<file path="src/rtl/llc_output_encoder.sv">
// LLC transmit-side encoder: steers one message per cycle into four per-channel FIFOs
// (rsp, fwd, mem, dma). Optional handshake counters are built with LLC_OUT_STATS_EN.
module llc_output_encoder #(
    parameter int DEPTH  = 2,
    parameter int MSG_W  = 5,
    parameter int ADDR_W = 26,
    parameter int DATA_W = 128,
    parameter int DEST_W = 4
) (
    input  logic              clk,
    input  logic              rst,
    input  logic              in_valid,
    output logic              in_ready,
    input  logic [1:0]        in_chan,
    input  logic [MSG_W-1:0]  in_msg,
    input  logic [ADDR_W-1:0] in_addr,
    input  logic [DATA_W-1:0] in_data,
    input  logic [DEST_W-1:0] in_dest,
    output logic              rsp_valid,
    input  logic              rsp_ready,
    output logic [MSG_W-1:0]  rsp_msg,
    output logic [ADDR_W-1:0] rsp_addr,
    output logic [DATA_W-1:0] rsp_data,
    output logic [DEST_W-1:0] rsp_dest,
    output logic              fwd_valid,
    input  logic              fwd_ready,
    output logic [MSG_W-1:0]  fwd_msg,
    output logic [ADDR_W-1:0] fwd_addr,
    output logic [DATA_W-1:0] fwd_data,
    output logic [DEST_W-1:0] fwd_dest,
    output logic              mem_valid,
    input  logic              mem_ready,
    output logic [MSG_W-1:0]  mem_msg,
    output logic [ADDR_W-1:0] mem_addr,
    output logic [DATA_W-1:0] mem_data,
    output logic [DEST_W-1:0] mem_dest,
    output logic              dma_valid,
    input  logic              dma_ready,
    output logic [MSG_W-1:0]  dma_msg,
    output logic [ADDR_W-1:0] dma_addr,
    output logic [DATA_W-1:0] dma_data,
    output logic [DEST_W-1:0] dma_dest,
    output logic              empty,
    output logic [15:0]       stat_rsp_cnt,
    output logic [15:0]       stat_fwd_cnt,
    output logic [15:0]       stat_mem_cnt,
    output logic [15:0]       stat_dma_cnt
);
    localparam int PTR_W = $clog2(DEPTH);
    localparam int CNT_W = PTR_W + 1;
    localparam int ENT_W = MSG_W + ADDR_W + DATA_W + DEST_W;
    localparam logic [CNT_W-1:0] FULL = CNT_W'(DEPTH);

    // Handshakes: a transfer happens on a rising clk edge where valid && ready are both 1;
    // the producer holds valid and its fields stable until that edge, ready may toggle freely.
    logic [ENT_W-1:0] store [4][DEPTH];
    logic [PTR_W-1:0] wptr  [4];
    logic [PTR_W-1:0] rptr  [4];
    logic [CNT_W-1:0] count [4];
    logic [ENT_W-1:0] head  [4];
    logic [ENT_W-1:0] in_entry;
    logic [3:0]       push, pop, c_valid, c_ready;

    assign in_entry = {in_msg, in_addr, in_data, in_dest};
    assign c_ready  = {dma_ready, mem_ready, fwd_ready, rsp_ready};
    // Full test ignores a same-cycle pop: no fall-through path from ready to in_ready.
    assign in_ready = (count[in_chan] != FULL);

    always_comb begin
        for (int c = 0; c < 4; c++) begin
            c_valid[c] = (count[c] != '0);
            push[c]    = in_valid && in_ready && (in_chan == 2'(c));
            pop[c]     = c_valid[c] && c_ready[c];
            head[c]    = store[c][rptr[c]];
        end
    end

    always_ff @(posedge clk or negedge rst) begin
        if (!rst) begin
            for (int c = 0; c < 4; c++) begin
                wptr[c]  <= '0;
                rptr[c]  <= '0;
                count[c] <= '0;
                for (int e = 0; e < DEPTH; e++) begin
                    store[c][e] <= '0;
                end
            end
        end else begin
            for (int c = 0; c < 4; c++) begin
                if (push[c]) begin
                    store[c][wptr[c]] <= in_entry;
                    wptr[c]           <= wptr[c] + PTR_W'(1);
                end
                if (pop[c]) begin
                    rptr[c] <= rptr[c] + PTR_W'(1);
                end
                if (push[c] && !pop[c]) begin
                    count[c] <= count[c] + CNT_W'(1);
                end else if (!push[c] && pop[c]) begin
                    count[c] <= count[c] - CNT_W'(1);
                end
            end
        end
    end

    assign {rsp_valid, fwd_valid, mem_valid, dma_valid} =
           {c_valid[0], c_valid[1], c_valid[2], c_valid[3]};
    assign {rsp_msg, rsp_addr, rsp_data, rsp_dest} = head[0];
    assign {fwd_msg, fwd_addr, fwd_data, fwd_dest} = head[1];
    assign {mem_msg, mem_addr, mem_data, mem_dest} = head[2];
    assign {dma_msg, dma_addr, dma_data, dma_dest} = head[3];

    assign empty = (c_valid == 4'b0000);

`ifdef LLC_OUT_STATS_EN
    logic [15:0] stat_q [4];

    always_ff @(posedge clk or negedge rst) begin
        if (!rst) begin
            for (int c = 0; c < 4; c++) begin
                stat_q[c] <= '0;
            end
        end else begin
            for (int c = 0; c < 4; c++) begin
                if (pop[c] && (stat_q[c] != 16'hFFFF)) begin
                    stat_q[c] <= stat_q[c] + 16'd1;
                end
            end
        end
    end

    assign stat_rsp_cnt = stat_q[0];
    assign stat_fwd_cnt = stat_q[1];
    assign stat_mem_cnt = stat_q[2];
    assign stat_dma_cnt = stat_q[3];
`else
    assign stat_rsp_cnt = '0;
    assign stat_fwd_cnt = '0;
    assign stat_mem_cnt = '0;
    assign stat_dma_cnt = '0;
`endif

    a_chan_known: assert property (@(posedge clk) disable iff (!rst)
        in_valid |-> !$isunknown(in_chan));

    for (genvar g = 0; g < 4; g++) begin : g_chk
        a_no_overflow: assert property (@(posedge clk) disable iff (!rst)
            !(push[g] && (count[g] == FULL)));
        a_no_underflow: assert property (@(posedge clk) disable iff (!rst)
            !(pop[g] && (count[g] == '0)));
    end

endmodule

</file>
<file path="config.mk">
export PLATFORM = sky130hd
export DESIGN_NAME = llc_output_encoder
export DESIGN_NICKNAME = d
export VERILOG_FILES = /design/src/rtl/llc_output_encoder.sv
export SDC_FILE = /design/constraint.sdc
export NUM_CORES = 2
export LEC_CHECK = 0
export BUFFER_PORTS_ARGS = -buffer_cell sky130_fd_sc_hd__buf_2
export CAP_MARGIN = 5
export CORE_UTILIZATION = 40
export CTS_BUF_LIST = sky130_fd_sc_hd__clkbuf_4 sky130_fd_sc_hd__clkbuf_8
export DETAILED_ROUTE_END_ITERATION = 8
export HOLD_SLACK_MARGIN = 0.03
export MAX_ROUTING_LAYER = met4
export PLACE_DENSITY = 0.67
export RECOVER_POWER = 100
export SYNTH_ARGS = -nofsm -noshare
export SYNTH_HDL_FRONTEND = slang
export SYNTH_SLANG_ARGS = --single-unit
</file>
<file path="constraint.sdc">
create_clock -name clk -period 1.98 [get_ports clk]
set_clock_uncertainty 0.2 [all_clocks]
set_input_delay 0.396 -clock clk [delete_from_list [all_inputs] [get_ports clk]]
set_output_delay 0.396 -clock clk [all_outputs]
set_load 0.02 [all_outputs]
</file>
======== Yosys cells after proc, flatten, opt, wreduce, memory -nomap -nowiden ========
Index checks and enable logic that the tools add are counted.
word-level totals
  register bits after elaboration ......... 1,320
  bits in latches ......................... 0
  RAM bits ................................ 0
  memory bits (read-only) ................. 0
  input port bits ......................... 172
  memories ................................ 0
operators by class
  add/subtract/negate cells ............... 16
  multipliers ............................. 0
  div/mod/pow operators ................... 0
  order comparisons ....................... 13
  equality and inequality tests ........... 4
  shift-type cells ........................ 0
  multiplexer cells ....................... 35
  bitwise operators ....................... 9
  reduce and logical (&&, ||, !) cells .... 39
operators with widths
  cell                                                        number
  two-way mux 163 bit                                         16
  bitwise mux 326 bit                                         4
  demux 163 bit (select 1 bit)                                4
  logical AND 1 bit                                           21
  two-way mux 2 bit                                           10
  >= comparator 2 bit, second input constant                  8
  inverter 1 -> 2 bit                                         8
  nonzero test 2 bit                                          8
  adder 1 bit, second input constant                          8
  adder 2 x 1 -> 2 bit, second input constant                 4
  logical NOT 1 bit                                           8
  less-than comparator 2 x 1 -> 1 bit, second input constant  4
  subtractor 2 x 1 -> 2 bit, second input constant            4
  binary-select mux 2 bit (select 2 bit)                      1
  == test 2 bit, second input constant                        2
  logical NOT 4 bit                                           1
  >= comparator 3 bit, second input constant                  1
  inverter 2 -> 3 bit                                         1
  == test 2 x 1 -> 1 bit, second input constant               1
  logical NOT 2 bit                                           1
  inequality test 2 bit, second input constant                1

======== Logic depth before layout (Yosys ltp) ========
  word-level depth ........................ 11
  gate-level depth with buffers ........... 7
  depth with buffers taken out ............ 6

======== Worst setup path before layout ========
Ideal clock, no wire load.
  path kind ............................... register to output
  start point ............................. register count[0] in the netlist's numbering
  end point ............................... output empty
  arrival time ............................ 1,516 ps
  data required time ...................... 1,384 ps
  slack ................................... -132 ps
  cell stages (with the launch flop) ...... 3
  path buffers ............................ 0
  cell sequence ........................... dfrtp_1 > or2_2 > nor4_1
on the way
  cells in the longest elaborated chain, start to end .. 2
RTL lines
  what                               line  source
  from (decl)                        59    logic [CNT_W-1:0] count [4];
  from (signal, indexed assignment)  98    count[c] <= count[c] + CNT_W'(1);
  from (signal, indexed assignment)  100   count[c] <= count[c] - CNT_W'(1);
  nonzero test 2 bit                 71    c_valid[c] = (count[c] != '0);
  net dma_valid                      37    output logic dma_valid,
  logical NOT 4 bit                  113   assign empty = (c_valid == 4'b0000);
  to (decl)                          43    output logic empty,
The timed path passes the listed nets, and every way through them passes these cells.

======== Worst setup path in the final report ========
  start point ............................. register rptr[3] in the netlist's numbering
  end point ............................... output rsp_data[106]
on the way
  cells in the longest elaborated chain, start to end .. 4
RTL lines
  what                                                    line  source
  from (decl)                                             58    logic [PTR_W-1:0] rptr [4];
  from (signal, indexed assignment)                       95    rptr[c] <= rptr[c] + PTR_W'(1);
  inverter 1 -> 2 bit (not written as such)               74    head[c] = store[c][rptr[c]];
  two-way mux 163 bit (not written as such) (3 in a row)  74
  to (decl)                                               23    output logic [DATA_W-1:0] rsp_data,
Every way passes these cells. The select of a mux whose other input is x is not followed.

==> out/results.txt <==
outcome -> finished with violations
violated checks -> negative setup slack
clock transition at the registers of the reported paths -> 60 ps
Rows -> 138
dpl cells -> 6455
crit path capture type -> output port
Synth cell types -> 27
Switching Share -> 0.376
pwr/cell area -> 1900 nW/um^2
H-tree depth -> 4
Worst Slack Setup Final -> -982 ps
Filler cells -> 11900
post-synth top area cell -> dfrtp_1
via count -> 35600
HP Class -> in2reg
die extent in x -> 381 um
minimum clock period -> 2960 ps
Worst EP required -> 1380 ps
worst endpoint data arrival time -> 2370 ps
I/O Buffers -> 829
Die Height -> 381 um
clock network power share -> 0.180
synth-to-layout area growth -> 28.3%
Util after Layout -> 0.518
Synth Flop Type -> dfrtp_1
WL final -> 161000 um
first-pass detailed-route iteration total -> 5
leakage -> 34.1 nW
Initial Util -> 0.404
Synth async-reset ratio -> 1.00
DR iter-0 viols -> 1454
Final Setup Violations -> 2552
combinational share of power -> 0.483
Hold WS -> 174 ps
crit path max fanout -> 14
top cells by count, synth -> mux2_2 (1886), dfrtp_1 (1320), buf_2 (112)
Seq pwr share -> 0.337
share of cells above drive strength 1 -> 0.687
top-area cell type share of the netlist area -> 0.576
Post-synth EDFFs -> 0
ANT nets after route -> 0
Vias/cell -> 5.06
warnings from Yosys -> 0
core area -> 142000 sq um
most frequent cell after synthesis -> mux2_2
grt ovf -> 0
hpwl dp -> 114000 um
I/O Pins -> 894
critical path type -> reg2out
Synth Cell Area -> 57300 sq um
Int Power -> 87.1 mW
Worst-Margin Slew -> 924 ps
final worst-path cycle share -> 1.50
average size of a mapped cell -> 15.9 sq um
Switching Power -> 52.5 mW
wire length per cell -> 22.8 um
clk_lat worst skew -> 920 ps
Max Fclk -> 338 MHz
Clock Root Buffer -> clkbuf_8
sequential fraction of the synthesis area -> 0.576
number of global-route vias before repair -> 37500
relative slew slack -> 0.384
# DRC -> 0
endpoints failing hold -> 0
Layout Nets -> 5144
CTS tree -> built
largest net degree at the start of global routing -> 100
Inserted Clock Buffers -> 214
Setup TNS -> -972270 ps
VDD IR max -> 1240 uV
startpoint type of the worst setup path -> flop
Synth area leaders -> dfrtp_1 (58%), mux2_2 (37%), mux2_4 (1.8%)
fin. max-slew vios -> 0
Sink Count -> 1320
Seq cells post-synth -> 1320
routability cong. -> 0.817
number of max-cap violations -> 0
initial antenna violation count -> 7
Clock Path Buffers -> 3
first-pass GRT wire length -> 241000 um
Synth Instances -> 3617
full die area -> 145000 sq um
Tot GR Track Use -> 0.224
RSZ-0062 raised after global routing -> true
Final Non-Filler Cells -> 7028
[final cells by class]
cell class                 instances  area, sq um  area share
antenna                            7         17.5    0.000238
clock buffer                     340         4190      0.0569
multi-input combinational       2079        23300       0.316
timing repair buffer            1352        10200       0.139
clock inverter                    39          420     0.00572
tap                             1890         2360      0.0322
inverter                           1         3.75   0.0000510
sequential                      1320        33000       0.449
[layout by cell type (no fill, tap or decap), types with 3 or more instances in the layout]
cell type | synthesis | layout
diode_2 | 0 | 7
buf_16 | 0 | 8
clkbuf_8 | 0 | 263
clkinvlp_4 | 0 | 4
dfrtp_1 | 1320 | 1316
clkbuf_4 | 0 | 84
xor2_1 | 12 | 12
dfrtp_4 | 0 | 4
nor2_1 | 6 | 5
mux2_4 | 70 | 131
ha_1 | 4 | 4
buf_12 | 0 | 84
inv_6 | 0 | 5
mux2_2 | 1886 | 1825
clkinv_2 | 0 | 19
conb_1 | 1 | 64
nand2_1 | 5 | 5
xnor2_1 | 8 | 8
buf_4 | 85 | 222
clkbuf_16 | 0 | 4
buf_6 | 8 | 79
clkbuf_1 | 75 | 4
clkbuf_2 | 0 | 9
inv_12 | 0 | 3
bufinv_16 | 0 | 5
dlygate4sd3_1 | 0 | 173
buf_2 | 112 | 760
[registers in the layout, indices dropped and copies added (netlist names)]
signal / count
store: 1304
rptr: 4
count: 8
wptr: 4
[path summary, 6_finish.rpt]
check / startpoint / endpoint / slack, ps / depth (start not counted)
worst max-delay path: rptr[3] / rsp_data[106] / -980 / 4
worst min-delay path: in_addr[4] / store[625] / 170 / 3
worst max register to register: count[3] / store[338] / -290 / 7
worst min register to register: wptr[1] / wptr[1] / 290 / 1
max in group asynchronous: rst / store[307] / -550 / 6
min in group asynchronous: rst / store[683] / 1020 / 4
[kinds of logic (layout without fill, tap and decap cells)]
kind of cell	after synthesis	after routing	share of synthesized area
multiplexers	1957	1957	0.389
flip-flops	1320	1320	0.576
buffers and inverters	281	1732	0.0274
AND/OR/NAND/NOR	34	34	0.00347
XOR/XNOR	20	20	0.00305
adder cells (fa/ha/maj)	4	4	0.000873
other	1	71	0.0000654
[repair_timing]
action,CTS,global route
cloned,0,4
setup endpoints to repair,1585,1671
pin swaps,2,0
setup buffers,8,1
endpoints found under the hold margin,2640,0
gates resized for setup,121,101
hold buffers,174,0
[power groups by stage]
stage	clock, mW	combinational [mW]	sequential, mW
5_1_grt	27.0	70.7	48.7
6_report	25.1	67.5	47.0
3_3_place_gp	0	63.9	46.5
3_5_place_dp	0	64.5	47.2
4_1_cts	25.9	66.5	46.8
2_1_floorplan	0	42.3	44.9
[stage by stage]
stage               worst slack, ps  area (sq um)  power (mW)
global route                  -1100         73500         146
CTS                           -1090         73200         139
global placement               -442         66400         110
finish                         -982         73500         140
floorplan                     -62.6         57700        87.2
detailed placement             -464         66400         112
[critical path, stage by stage, from the launching register on]
cell and delay [ps]:
dfrtp_4 490, buf_12 210, buf_16 200, mux2_2 340, buf_2 190
[routing by layer]
| layer | global-route usage | share of wire |
|---|---|---|
| met2 | 0.338 | 0.46 |
| met3 | 0.0563 | 0.062 |
| met5 | - | 0 |
| met4 | 0.0697 | 0.029 |
| met1 | 0.298 | 0.45 |
Note: power is estimated with default switching activity, not from simulation.
